`config.mk`:
```
export PLATFORM = sky130hd
export DESIGN_NAME = compressor_ctrl
export DESIGN_NICKNAME = d
export VERILOG_FILES = /design/src/rtl/fridge_pkg.sv /design/src/rtl/tick_timer.sv /design/src/rtl/compressor_ctrl.sv
export SDC_FILE = /design/constraint.sdc
export NUM_CORES = 1
export LEC_CHECK = 0
export ABC_AREA = 1
export CAP_MARGIN = 10
export CORE_MARGIN = 1.5
export CORE_UTILIZATION = 40
export DETAILED_ROUTE_END_ITERATION = 10
export PLACE_DENSITY = 0.65
export SLEW_MARGIN = 20
export SYNTH_ARGS = -nofsm -noshare
export SYNTH_HDL_FRONTEND = slang
export SYNTH_HIERARCHICAL = 1
export SYNTH_SLANG_ARGS = --single-unit
```
`constraint.sdc`:
```
create_clock -name clk -period 2.3 [get_ports clk]
set_clock_uncertainty 0.05 [all_clocks]
set_input_delay 0.575 -clock clk [delete_from_list [all_inputs] [get_ports clk]]
set_output_delay 0.575 -clock clk [all_outputs]
set_load 0.03 [all_outputs]
```
`src/rtl/fridge_pkg.sv`:
```
// rtl/fridge_pkg.sv - shared fridge types: temp-code width, state encodings, default timings.
package fridge_pkg;

   localparam int TW = 5;

   typedef enum logic [2:0] {
      ST_OFF     = 3'd0,
      ST_LOCKOUT = 3'd1,
      ST_IDLE    = 3'd2,
      ST_COOL    = 3'd3,
      ST_DEFROST = 3'd4
   } state_e;

   localparam int HYST_DEF        = 2;
   localparam int MIN_ON_DEF      = 3;
   localparam int MIN_OFF_DEF     = 4;
   localparam int DEF_INTV_DEF    = 32;
   localparam int DEF_LEN_DEF     = 8;
   localparam int ALARM_DELTA_DEF = 6;
   localparam int ALARM_TICKS_DEF = 10;

   // One extra bit so setpoint+offset cannot wrap at the top code.
   function automatic logic [TW:0] widen(input logic [TW-1:0] v);
      return {1'b0, v};
   endfunction

endpackage

```
`src/rtl/tick_timer.sv`:
```
// rtl/tick_timer.sv - down counter with clear, load and tick, saturating at zero.
module tick_timer #(
   parameter int W = 4
) (
   input  logic         clk_i,
   input  logic         rst_ni,
   input  logic         clr_i,
   input  logic         load_i,
   input  logic [W-1:0] load_val_i,
   input  logic         tick_i,
   output logic         zero_o
);

   logic [W-1:0] cnt_q, cnt_d;

   // A load on the same edge as a tick wins; that tick is dropped.
   always_comb begin
      cnt_d = cnt_q;
      if (clr_i) begin
         cnt_d = '0;
      end else if (load_i) begin
         cnt_d = load_val_i;
      end else if (tick_i && (cnt_q != '0)) begin
         cnt_d = cnt_q - 1'b1;
      end
   end

   always_ff @(posedge clk_i) begin
      if (!rst_ni) begin
         cnt_q <= '0;
      end else begin
         cnt_q <= cnt_d;
      end
   end

   assign zero_o = (cnt_q == '0);

endmodule

```
`src/rtl/compressor_ctrl.sv`:
```
// rtl/compressor_ctrl.sv - thermostat FSM driving compressor, damper and defrost heater,
// with min-on/min-off protection, periodic defrost and freezer warm alarm.
module compressor_ctrl
   import fridge_pkg::*;
#(
   parameter int HYST        = HYST_DEF,
   parameter int MIN_ON      = MIN_ON_DEF,
   parameter int MIN_OFF     = MIN_OFF_DEF,
   parameter int DEF_INTV    = DEF_INTV_DEF,
   parameter int DEF_LEN     = DEF_LEN_DEF,
   parameter int ALARM_DELTA = ALARM_DELTA_DEF,
   parameter int ALARM_TICKS = ALARM_TICKS_DEF
) (
   input  logic          clk,
   input  logic          rst_n,
   input  logic          i,
   input  logic          tick,
   input  logic [TW-1:0] fgt,
   input  logic [TW-1:0] frt,
   input  logic [TW-1:0] fg_meas,
   input  logic [TW-1:0] fr_meas,
   output logic          comp_on,
   output logic          damper,
   output logic          defrost,
   output logic          alarm,
   output logic [2:0]    state
);

   localparam logic [5:0] RUN_MAX = 6'd63;

   state_e     state_q, state_d;
   logic       fg_dem_q, fg_dem_d;
   logic       fr_dem_q, fr_dem_d;
   logic [5:0] run_acc_q, run_acc_d;
   logic [3:0] acnt_q, acnt_d;
   logic       alarm_q, alarm_d;

   logic       t_load;
   logic [3:0] t_val;
   logic       t_zero;
   logic       fg_hi, fg_lo, fr_hi, fr_lo, fr_over;
   logic       demand;
   logic       defrost_due;

   assign fg_hi   = widen(fg_meas) >= (widen(fgt) + 6'(HYST));
   assign fg_lo   = fg_meas <= fgt;
   assign fr_hi   = widen(fr_meas) >= (widen(frt) + 6'(HYST));
   assign fr_lo   = fr_meas <= frt;
   assign fr_over = widen(fr_meas) > (widen(frt) + 6'(ALARM_DELTA));

   assign demand      = fg_dem_q | fr_dem_q;
   assign defrost_due = run_acc_q >= 6'(DEF_INTV);

   tick_timer #(.W(4)) u_timer (
      .clk_i      (clk),
      .rst_ni     (rst_n),
      .clr_i      (!i),
      .load_i     (t_load),
      .load_val_i (t_val),
      .tick_i     (tick),
      .zero_o     (t_zero)
   );

   // Demand latches: set beats clear when both hold.
   always_comb begin
      fg_dem_d = fg_dem_q;
      fr_dem_d = fr_dem_q;
      if (!i) begin
         fg_dem_d = 1'b0;
         fr_dem_d = 1'b0;
      end else begin
         if (fg_hi)      fg_dem_d = 1'b1;
         else if (fg_lo) fg_dem_d = 1'b0;
         if (fr_hi)      fr_dem_d = 1'b1;
         else if (fr_lo) fr_dem_d = 1'b0;
      end
   end

   always_comb begin
      state_d   = state_q;
      run_acc_d = run_acc_q;
      t_load    = 1'b0;
      t_val     = 4'd0;
      if (!i) begin
         state_d   = ST_OFF;
         run_acc_d = 6'd0;
      end else begin
         case (state_q)
            ST_OFF: begin
               state_d = ST_LOCKOUT;
               t_load  = 1'b1;
               t_val   = 4'(MIN_OFF);
            end
            ST_LOCKOUT: begin
               if (t_zero) state_d = ST_IDLE;
            end
            ST_IDLE: begin
               if (defrost_due) begin
                  state_d = ST_DEFROST;
                  t_load  = 1'b1;
                  t_val   = 4'(DEF_LEN);
               end else if (demand) begin
                  state_d = ST_COOL;
                  t_load  = 1'b1;
                  t_val   = 4'(MIN_ON);
               end
            end
            ST_COOL: begin
               if (tick && (run_acc_q != RUN_MAX)) run_acc_d = run_acc_q + 6'd1;
               if (t_zero) begin
                  if (defrost_due) begin
                     state_d = ST_DEFROST;
                     t_load  = 1'b1;
                     t_val   = 4'(DEF_LEN);
                  end else if (!demand) begin
                     state_d = ST_LOCKOUT;
                     t_load  = 1'b1;
                     t_val   = 4'(MIN_OFF);
                  end
               end
            end
            ST_DEFROST: begin
               if (t_zero) begin
                  state_d   = ST_LOCKOUT;
                  t_load    = 1'b1;
                  t_val     = 4'(MIN_OFF);
                  run_acc_d = 6'd0;
               end
            end
            default: state_d = ST_OFF;
         endcase
      end
   end

   // Alarm counter is held clear while powered off and restarts whenever the freezer recovers.
   always_comb begin
      acnt_d = acnt_q;
      if (!i || (state_q == ST_OFF) || !fr_over) begin
         acnt_d = 4'd0;
      end else if (tick && (acnt_q != 4'(ALARM_TICKS))) begin
         acnt_d = acnt_q + 4'd1;
      end
      alarm_d = (acnt_d == 4'(ALARM_TICKS));
   end

   always_ff @(posedge clk) begin
      if (!rst_n) begin
         state_q   <= ST_OFF;
         fg_dem_q  <= 1'b0;
         fr_dem_q  <= 1'b0;
         run_acc_q <= 6'd0;
         acnt_q    <= 4'd0;
         alarm_q   <= 1'b0;
      end else begin
         state_q   <= state_d;
         fg_dem_q  <= fg_dem_d;
         fr_dem_q  <= fr_dem_d;
         run_acc_q <= run_acc_d;
         acnt_q    <= acnt_d;
         alarm_q   <= alarm_d;
      end
   end

   assign comp_on = (state_q == ST_COOL);
   assign defrost = (state_q == ST_DEFROST);
   assign damper  = (state_q == ST_COOL) && fg_dem_q;
   assign alarm   = alarm_q;
   assign state   = state_q;

endmodule

```
==> results of run 1 <==
-- layer usage --
layer	share of wire (%)	up-vias	global-route usage (%)
met5	0	-	0
met4	0.47	0	1.85
met3	2.9	2	2.88
met2	44	28	27.8
met1	53	843	22.8
li1	-	1101	-
-- worst register-to-register path, delay by kind of cell, from the launching register on --
kind | cells | cell delay [ps]
adders and majority gates | 1 | 220
and+or+nand+nor | 7 | 530
buffers and inverters | 4 | 510
DFF | 1 | 310
AOI/OAI and AO/OA | 2 | 190
-- flip-flops by register name, indices dropped and copies added (netlist names) --
| register | flops |
|---|---|
| run_acc_q | 6 |
| acnt_q | 4 |
| u_timer/cnt_q | 4 |
| state | 3 |
| alarm | 1 |
| fg_dem_q | 1 |
| fr_dem_q | 1 |
-- power groups by stage --
stage | Combinational (W) | Clock [W] | Sequential [W]
finish | 0.000362 | 0.000276 | 0.000365
global route | 0.000419 | 0.000297 | 0.000367
CTS | 0.000362 | 0.000283 | 0.000365
detailed placement | 0.000359 | 0 | 0.000373
global placement | 0.000358 | 0 | 0.000373
floorplan | 0.000228 | 0 | 0.000379
-- layout make-up --
type,count,area (sq um),share of cell area (%)
multi-input cells,242,1380,54.3
clock buffers,4,55.1,2.17
flip-flops and latches,20,400,15.7
inverters,57,214,8.42
repair buffers,44,408,16.0
well taps,67,83.8,3.30
-- repair_timing --
action,4_1_cts,5_1_grt
gates resized for setup,2,7
pin swaps,0,4
setup endpoints to repair,2,6
-- cell usage in the layout, fill, tap and decap left out, types with 5 or more instances in the layout --
cell,count
sky130_fd_sc_hd__clkdlybuf4s50_1,26
sky130_fd_sc_hd__xor2_1,5
sky130_fd_sc_hd__nand2_1,79
sky130_fd_sc_hd__nor3_1,6
sky130_fd_sc_hd__inv_1,54
sky130_fd_sc_hd__a21oi_1,13
sky130_fd_sc_hd__nand2_2,5
sky130_fd_sc_hd__buf_4,14
sky130_fd_sc_hd__ha_1,28
sky130_fd_sc_hd__dfxtp_1,20
sky130_fd_sc_hd__nand3_1,27
sky130_fd_sc_hd__nor2_1,44
sky130_fd_sc_hd__o21ai_0,8
-- per-stage QoR --
| step | power [W] | instance area (sq um) | setup TNS [ps] |
|---|---|---|---|
| 5_1_grt | 0.00108 | 2540 | 0 |
| 3_5_place_dp | 0.000732 | 2470 | -1020 |
| 6_report | 0.00100 | 2540 | 0 |
| 3_3_place_gp | 0.000731 | 2470 | -795 |
| 2_1_floorplan | 0.000607 | 1990 | 0 |
| 4_1_cts | 0.00101 | 2520 | 0 |
-- logic make-up (layout without fill, tap and decap cells) --
| family | after synthesis | in the layout | synth area share (%) |
|---|---|---|---|
| compound gates | 27 | 27 | 6.99 |
| xor+xnor | 7 | 7 | 3.09 |
| fa+ha+maj | 29 | 29 | 18.3 |
| buf+inv | 58 | 105 | 11.0 |
| flops | 20 | 20 | 20.2 |
| simple gates | 179 | 179 | 40.5 |
-- worst paths after layout --
kind / startpoint / endpoint / slack, ps / cells after the start
setup / recovery: frt[2] / alarm$_SDFF_PN0_ / 150 / 13
hold / removal: u_timer/cnt_q[0]$_SDFFE_PP0P_ / u_timer/cnt_q[0]$_SDFFE_PP0P_ / 450 / 2
setup reg to reg: u_timer/cnt_q[0]$_SDFFE_PP0P_ / u_timer/cnt_q[0]$_SDFFE_PP0P_ / 370 / 14
hold reg to reg: u_timer/cnt_q[0]$_SDFFE_PP0P_ / u_timer/cnt_q[0]$_SDFFE_PP0P_ / 450 / 2
==> results.py, run 1 <==
metrics = {
    "run_status": {
        "run_status": "finished clean",
    },
    "place": {
        "placed_cells_incl_taps": 430,
        "finalWeightedCongestion": 0.819,
        "placement.io_buffers": 30,
        "placement.setup.worst_slack_ps": -204,
        "place.detailed.hpwl_um": 3380,
    },
    "synthesis": {
        "yosys-top-cells-count": "sky130_fd_sc_hd__nand2_1 (80), sky130_fd_sc_hd__inv_1 (54), sky130_fd_sc_hd__nor2_1 (44)",
        "synth-edff-count": 0,
        "number_of_instances_in_the_synthesized_netlist": 320,
        "count_of_different_cell_masters_after_synthesis": 25,
        "syn_avg_cell_area_sq_um": 6.21,
        "synth_top_area_share_pct": 20.2,
        "synthDominantAreaCellType": "sky130_fd_sc_hd__dfxtp_1",
        "synth.net_count": 373,
        "ys_dominant_reg_cell": "sky130_fd_sc_hd__dfxtp_1",
        "synth-warning-count": 6,
        "ys_ff_latch": 20,
        "synth.top_cells.by_area": "sky130_fd_sc_hd__dfxtp_1 (20%), sky130_fd_sc_hd__ha_1 (18%), sky130_fd_sc_hd__nand2_1 (15%)",
        "yosysSeqAreaShare_pct": 20.2,
        "synth.cell_area_sq_mm": 0.00199,
        "post-synth-top-count-cell": "sky130_fd_sc_hd__nand2_1",
        "async_reset_ff_share_pct": 0,
    },
    "sta": {
        "slew_headroom_pct": 79.1,
        "worst-slew-pin-transition_ps": 312,
        "period_share_pct": 93.3,
        "final-max-slew-violation-count": 0,
        "timing.final.crit_period_ps": 2150,
        "worst_slack_ps": 155,
        "hold_viol_final": 0,
        "max_freq_mhz": 466,
        "hold-worst-slack_ps": 449,
        "rsz_0062_raised_after_global_routing": "no",
        "setup_viol_count_final": 0,
    },
    "power": {
        "maximum_resistive_drop_on_vdd_uv": 232,
        "p_sw_w": 0.000335,
        "sequentialPowerShare_pct": 36.4,
        "pwr-share-clk_pct": 27.5,
        "power-per-cell-area_mw_per_mm2": 394,
        "sw_frac_of_total_pct": 33.4,
        "leakagePower_nw": 1.32,
        "cellInternalPower_w": 0.000668,
        "combPwrFrac_pct": 36.1,
    },
    "floorplan": {
        "core.rowCount": 25,
        "ios": 31,
        "die_h_um": 73.5,
        "start_util_pct": 41.8,
        "fp.coreArea_sq_mm": 0.00475,
        "die-area_sq_mm": 0.00540,
        "floorplan.die.width_um": 73.5,
    },
    "cts": {
        "cts_tree": "done",
        "clock-sinks": 20,
        "cts_post_setup_buffers_inserted": 0,
        "ctsHoldBuffers": 0,
        "clk_pin_slew_worst_setup_hold_paths_ps": 80,
        "tritoncts.num_buffers": 3,
        "clk-insertion-delay-late_ps": 260,
        "cts-root-to-sink-buffers": 2,
        "clockRootBuffer": "sky130_fd_sc_hd__clkbuf_8",
        "cts_htree_levels": 1,
    },
    "global_routing": {
        "grt_antenna_before_repair": 0,
        "grt_start_max_net_pins": 12,
        "grt_remaining_overflow": 0,
        "globalRouteTotalUtil_pct": 16.6,
        "grt_first_pass_wirelength_um": 7280,
        "first_global_vias": 1774,
    },
    "setup_path": {
        "end_kind": "flip-flop",
        "worst-path-max-fanout": 3,
        "slowest_stage": "sky130_fd_sc_hd__clkdlybuf4s50_1",
        "critical_path_buf_inv_count": 3,
        "crit_required_ps": 2410,
        "crit_path_cell_chain": "clkdlybuf4s50_1 -> inv_1 -> ha_2 -> xor2_1 -> ha_1 -> nand2_1 -> inv_1 -> nand2_1 -> nor2_1 -> nor2_2 -> nand3_1 -> nand2_1 -> nor2_1",
        "timing.critical_path.slowest_cell_delay_ps": 470,
        "timing.critical_path.mode_cell": "sky130_fd_sc_hd__nand2_1",
        "worstSetupStartpointType": "input port",
        "criticalPathCategory": "input port to flip-flop",
        "worst_path_dominant_cell_family": "buffers and inverters",
        "critical_path_arrival_ps": 2250,
    },
    "detailed_routing": {
        "wire_per_inst_um": 9.41,
        "detail-route-antenna-nets": 0,
        "route.vias.total": 1974,
        "post-route-drc-count": 0,
        "drt-vias-per-instance": 4.55,
        "detailedRoute.firstPassIterationCount": 4,
        "drtIter0Drc": 70,
        "drt_wl_total_um": 4080,
    },
    "layout": {
        "final-instance-count-excl-fill": 434,
        "final_layout_size_suffix_gt1_share_pct": 10.1,
        "number_of_fill_cells_in_the_layout": 510,
        "final_core_util_pct": 53.5,
        "area_growth_pct": 28.0,
        "final_net_count": 421,
        "insertedDiodeCount": 0,
    },
    "hold_path": {
        "worst_hold_path_type": "flip-flop to flip-flop",
    },
    "job": {
        "max_cap_viol_count": 0,
    },
}
Note: power is estimated with default switching activity, not from simulation.
==> inputs of run 2 (changes only) <==
- ABC_AREA: 1 -> not set
- CTS_CLUSTER_SIZE: not set -> 14
- PLACE_DENSITY: 0.65 -> 0.66
==> results.py, run 2 <==
metrics = {
    "run_status": {
        "run_status": "finished clean",
    },
    "setup_path": {
        "worstSetupStartpointType": "input port",
        "worst_path_dominant_cell_family": "buffers and inverters",
        "critical_path_buf_inv_count": 2,
        "end_kind": "flip-flop",
        "crit_required_ps": 2380,
        "worst-path-max-fanout": 5,
        "criticalPathCategory": "input port to flip-flop",
        "slowest_stage": "sky130_fd_sc_hd__clkdlybuf4s50_1",
        "timing.critical_path.slowest_cell_delay_ps": 430,
        "critical_path_arrival_ps": 2330,
        "crit_path_cell_chain": "clkdlybuf4s50_1 -> buf_4 -> xor2_1 -> ha_1 -> nand3_2 -> or3b_4 -> o211ai_4 -> a311oi_1",
    },
    "power": {
        "total_power_w": 0.000931,
        "maximum_resistive_drop_on_vdd_uv": 193,
        "power-per-cell-area_mw_per_mm2": 366,
        "leakagePower_nw": 1.09,
    },
    "layout": {
        "layout_common_cells": "sky130_fd_sc_hd__buf_4 (33), sky130_fd_sc_hd__ha_1 (27), sky130_fd_sc_hd__clkdlybuf4s50_1 (25), sky130_fd_sc_hd__inv_1 (23), sky130_fd_sc_hd__dfxtp_1 (20)",
        "final_net_count": 344,
        "fin_area_sq_mm": 0.00255,
        "insertedDiodeCount": 0,
        "top_regs": "run_acc_q (6), acnt_q (4), u_timer/cnt_q (4)",
        "max_ffs_per_register": 6,
        "area_growth_pct": 38.3,
        "final_common_cell": "sky130_fd_sc_hd__buf_4",
        "final_layout_size_suffix_gt1_share_pct": 20.8,
        "biggest_register": "run_acc_q",
    },
    "place": {
        "placement.io_buffers": 30,
        "placed_area_sq_mm": 0.00245,
        "place.detailed.hpwl_um": 3340,
        "finalWeightedCongestion": 0.873,
    },
    "detailed_routing": {
        "detail-route-antenna-nets": 0,
        "drt-vias-per-instance": 5.47,
        "drtIter0Drc": 76,
        "post-route-drc-count": 0,
        "route.vias.total": 1864,
        "wire_per_inst_um": 12.3,
        "drt_wl_total_um": 4210,
        "detailedRoute.firstPassIterationCount": 4,
    },
    "floorplan": {
        "die-area_sq_mm": 0.00502,
        "ios": 31,
        "fp.coreArea_sq_mm": 0.00438,
        "core.rowCount": 24,
        "floorplan.die.width_um": 70.9,
        "die_h_um": 70.9,
        "start_util_pct": 42.0,
    },
    "sta": {
        "hold_viol_final": 0,
        "rsz_0062_raised_after_global_routing": "no",
        "period_share_pct": 97.6,
        "timing.final.crit_period_ps": 2240,
        "max_freq_mhz": 446,
        "worst-slew-pin-transition_ps": 486,
        "setup_viol_count_final": 0,
        "final-max-slew-violation-count": 0,
        "slew_headroom_pct": 67.6,
    },
    "global_routing": {
        "globalRouteTotalUtil_pct": 17.5,
        "grt_start_max_net_pins": 14,
        "grt_first_pass_wirelength_um": 7390,
        "grt_antenna_before_repair": 0,
        "grt_remaining_overflow": 0,
        "first_global_vias": 1778,
    },
    "synthesis": {
        "synth-edff-count": 0,
        "syn_avg_cell_area_sq_um": 8.11,
        "async_reset_ff_share_pct": 0,
        "ys_ff_latch": 20,
        "synth.net_count": 280,
        "count_of_different_cell_masters_after_synthesis": 52,
        "synth.cell_area_sq_mm": 0.00184,
        "synth_top_area_share_pct": 21.7,
        "synth.top_cells.by_area": "sky130_fd_sc_hd__dfxtp_1 (22%), sky130_fd_sc_hd__ha_1 (20%), sky130_fd_sc_hd__inv_1 (4.9%)",
        "yosys-top-cells-count": "sky130_fd_sc_hd__ha_1 (29), sky130_fd_sc_hd__inv_1 (24), sky130_fd_sc_hd__dfxtp_1 (20)",
        "yosysSeqAreaShare_pct": 21.7,
        "ys_dominant_reg_cell": "sky130_fd_sc_hd__dfxtp_1",
        "number_of_instances_in_the_synthesized_netlist": 227,
        "synthDominantAreaCellType": "sky130_fd_sc_hd__dfxtp_1",
        "post-synth-top-count-cell": "sky130_fd_sc_hd__ha_1",
        "synth-warning-count": 6,
    },
    "job": {
        "max_cap_viol_count": 0,
    },
    "cts": {
        "clk_pin_slew_worst_setup_hold_paths_ps": 70,
        "tritoncts.num_buffers": 3,
        "clockRootBuffer": "sky130_fd_sc_hd__clkbuf_8",
        "cts_htree_levels": 1,
        "cts_post_setup_buffers_inserted": 0,
        "clk-insertion-delay-late_ps": 260,
        "cts-root-to-sink-buffers": 2,
        "clock-sinks": 20,
        "cts_tree": "done",
    },
    "hold_path": {
        "worst_hold_path_type": "flip-flop to flip-flop",
    },
}
[run 2: power by group]
group	leakage [nW]	switching, W	internal (W)	total, W
registers	0.162	0.00000956	0.000354	0.000363
logic	0.905	0.000159	0.000181	0.000341
clock network	0.0216	0.000111	0.000117	0.000228
total	1.09	0.000280	0.000652	0.000931
[run 2: cells by family after synthesis]
logic type      synth area share (%)
buf+inv                         6.32
fa+ha+maj                       19.7
flops                           21.7
compound gates                  22.7
xor+xnor                        5.71
simple gates                    23.8
[run 2: stage by stage]
stage | util [%] | hold slack (ps) | setup TNS, ps | instances | setup WS (ps)
4_1_cts | 57.7 | 467 | 0 | 341 | 2.29
6_report | 58.1 | 469 | 0 | 341 | 56.0
3_3_place_gp | 55.8 | 455 | -2300 | 338 | -382
5_1_grt | 58.1 | 492 | 0 | 341 | 4.05
3_5_place_dp | 55.8 | 457 | -2660 | 338 | -446
2_1_floorplan | - | 434 | 0 | 227 | 18.2
[run 2: layout make-up]
cell class,count,area (sq um)
sequential,20,400
clock buffer,3,41.3
fill,412,1840
timing repair buffer,63,561
multi-input combinational,178,1380
inverter,25,98.8
tap,52,65.1
[run 2: metal layers]
layer	routed length, um	GRT usage (%)
met1	1900	20.8
met4	65	6.92
met5	0	0
met3	86	1.42
met2	2160	32.5
[run 2: final timing paths]
| path | from | to | slack (ps) | cells past startpoint |
|---|---|---|---|---|
| hold / removal | run_acc_q[4]$_SDFFE_PN0P_ | run_acc_q[4]$_SDFFE_PN0P_ | 470 | 2 |
| hold reg to reg | run_acc_q[4]$_SDFFE_PN0P_ | run_acc_q[4]$_SDFFE_PN0P_ | 470 | 2 |
| setup reg to reg | u_timer/cnt_q[0]$_SDFFE_PP0P_ | u_timer/cnt_q[0]$_SDFFE_PP0P_ | 100 | 11 |
| setup / recovery | frt[3] | acnt_q[2]$_SDFF_PN0_ | 60 | 8 |
[run 2: tightest hold or removal path, cell delays in order, from the launching register on]
cell,delay [ps]
sky130_fd_sc_hd__dfxtp_1,330
sky130_fd_sc_hd__nor2_1,100
sky130_fd_sc_hd__nor3_1,50
[run 2: what timing repair did]
item,CTS,global route
resized for setup,12,5
pin swaps,7,0
hold buffers,0,0
setup endpoints to repair,6,5
==> inputs of run 3 (changes only) <==
- CTS_CLUSTER_SIZE: 14 -> 40
==> results of run 3 <==
No change in the layout: final DEF, timing and power equal those of run 2.
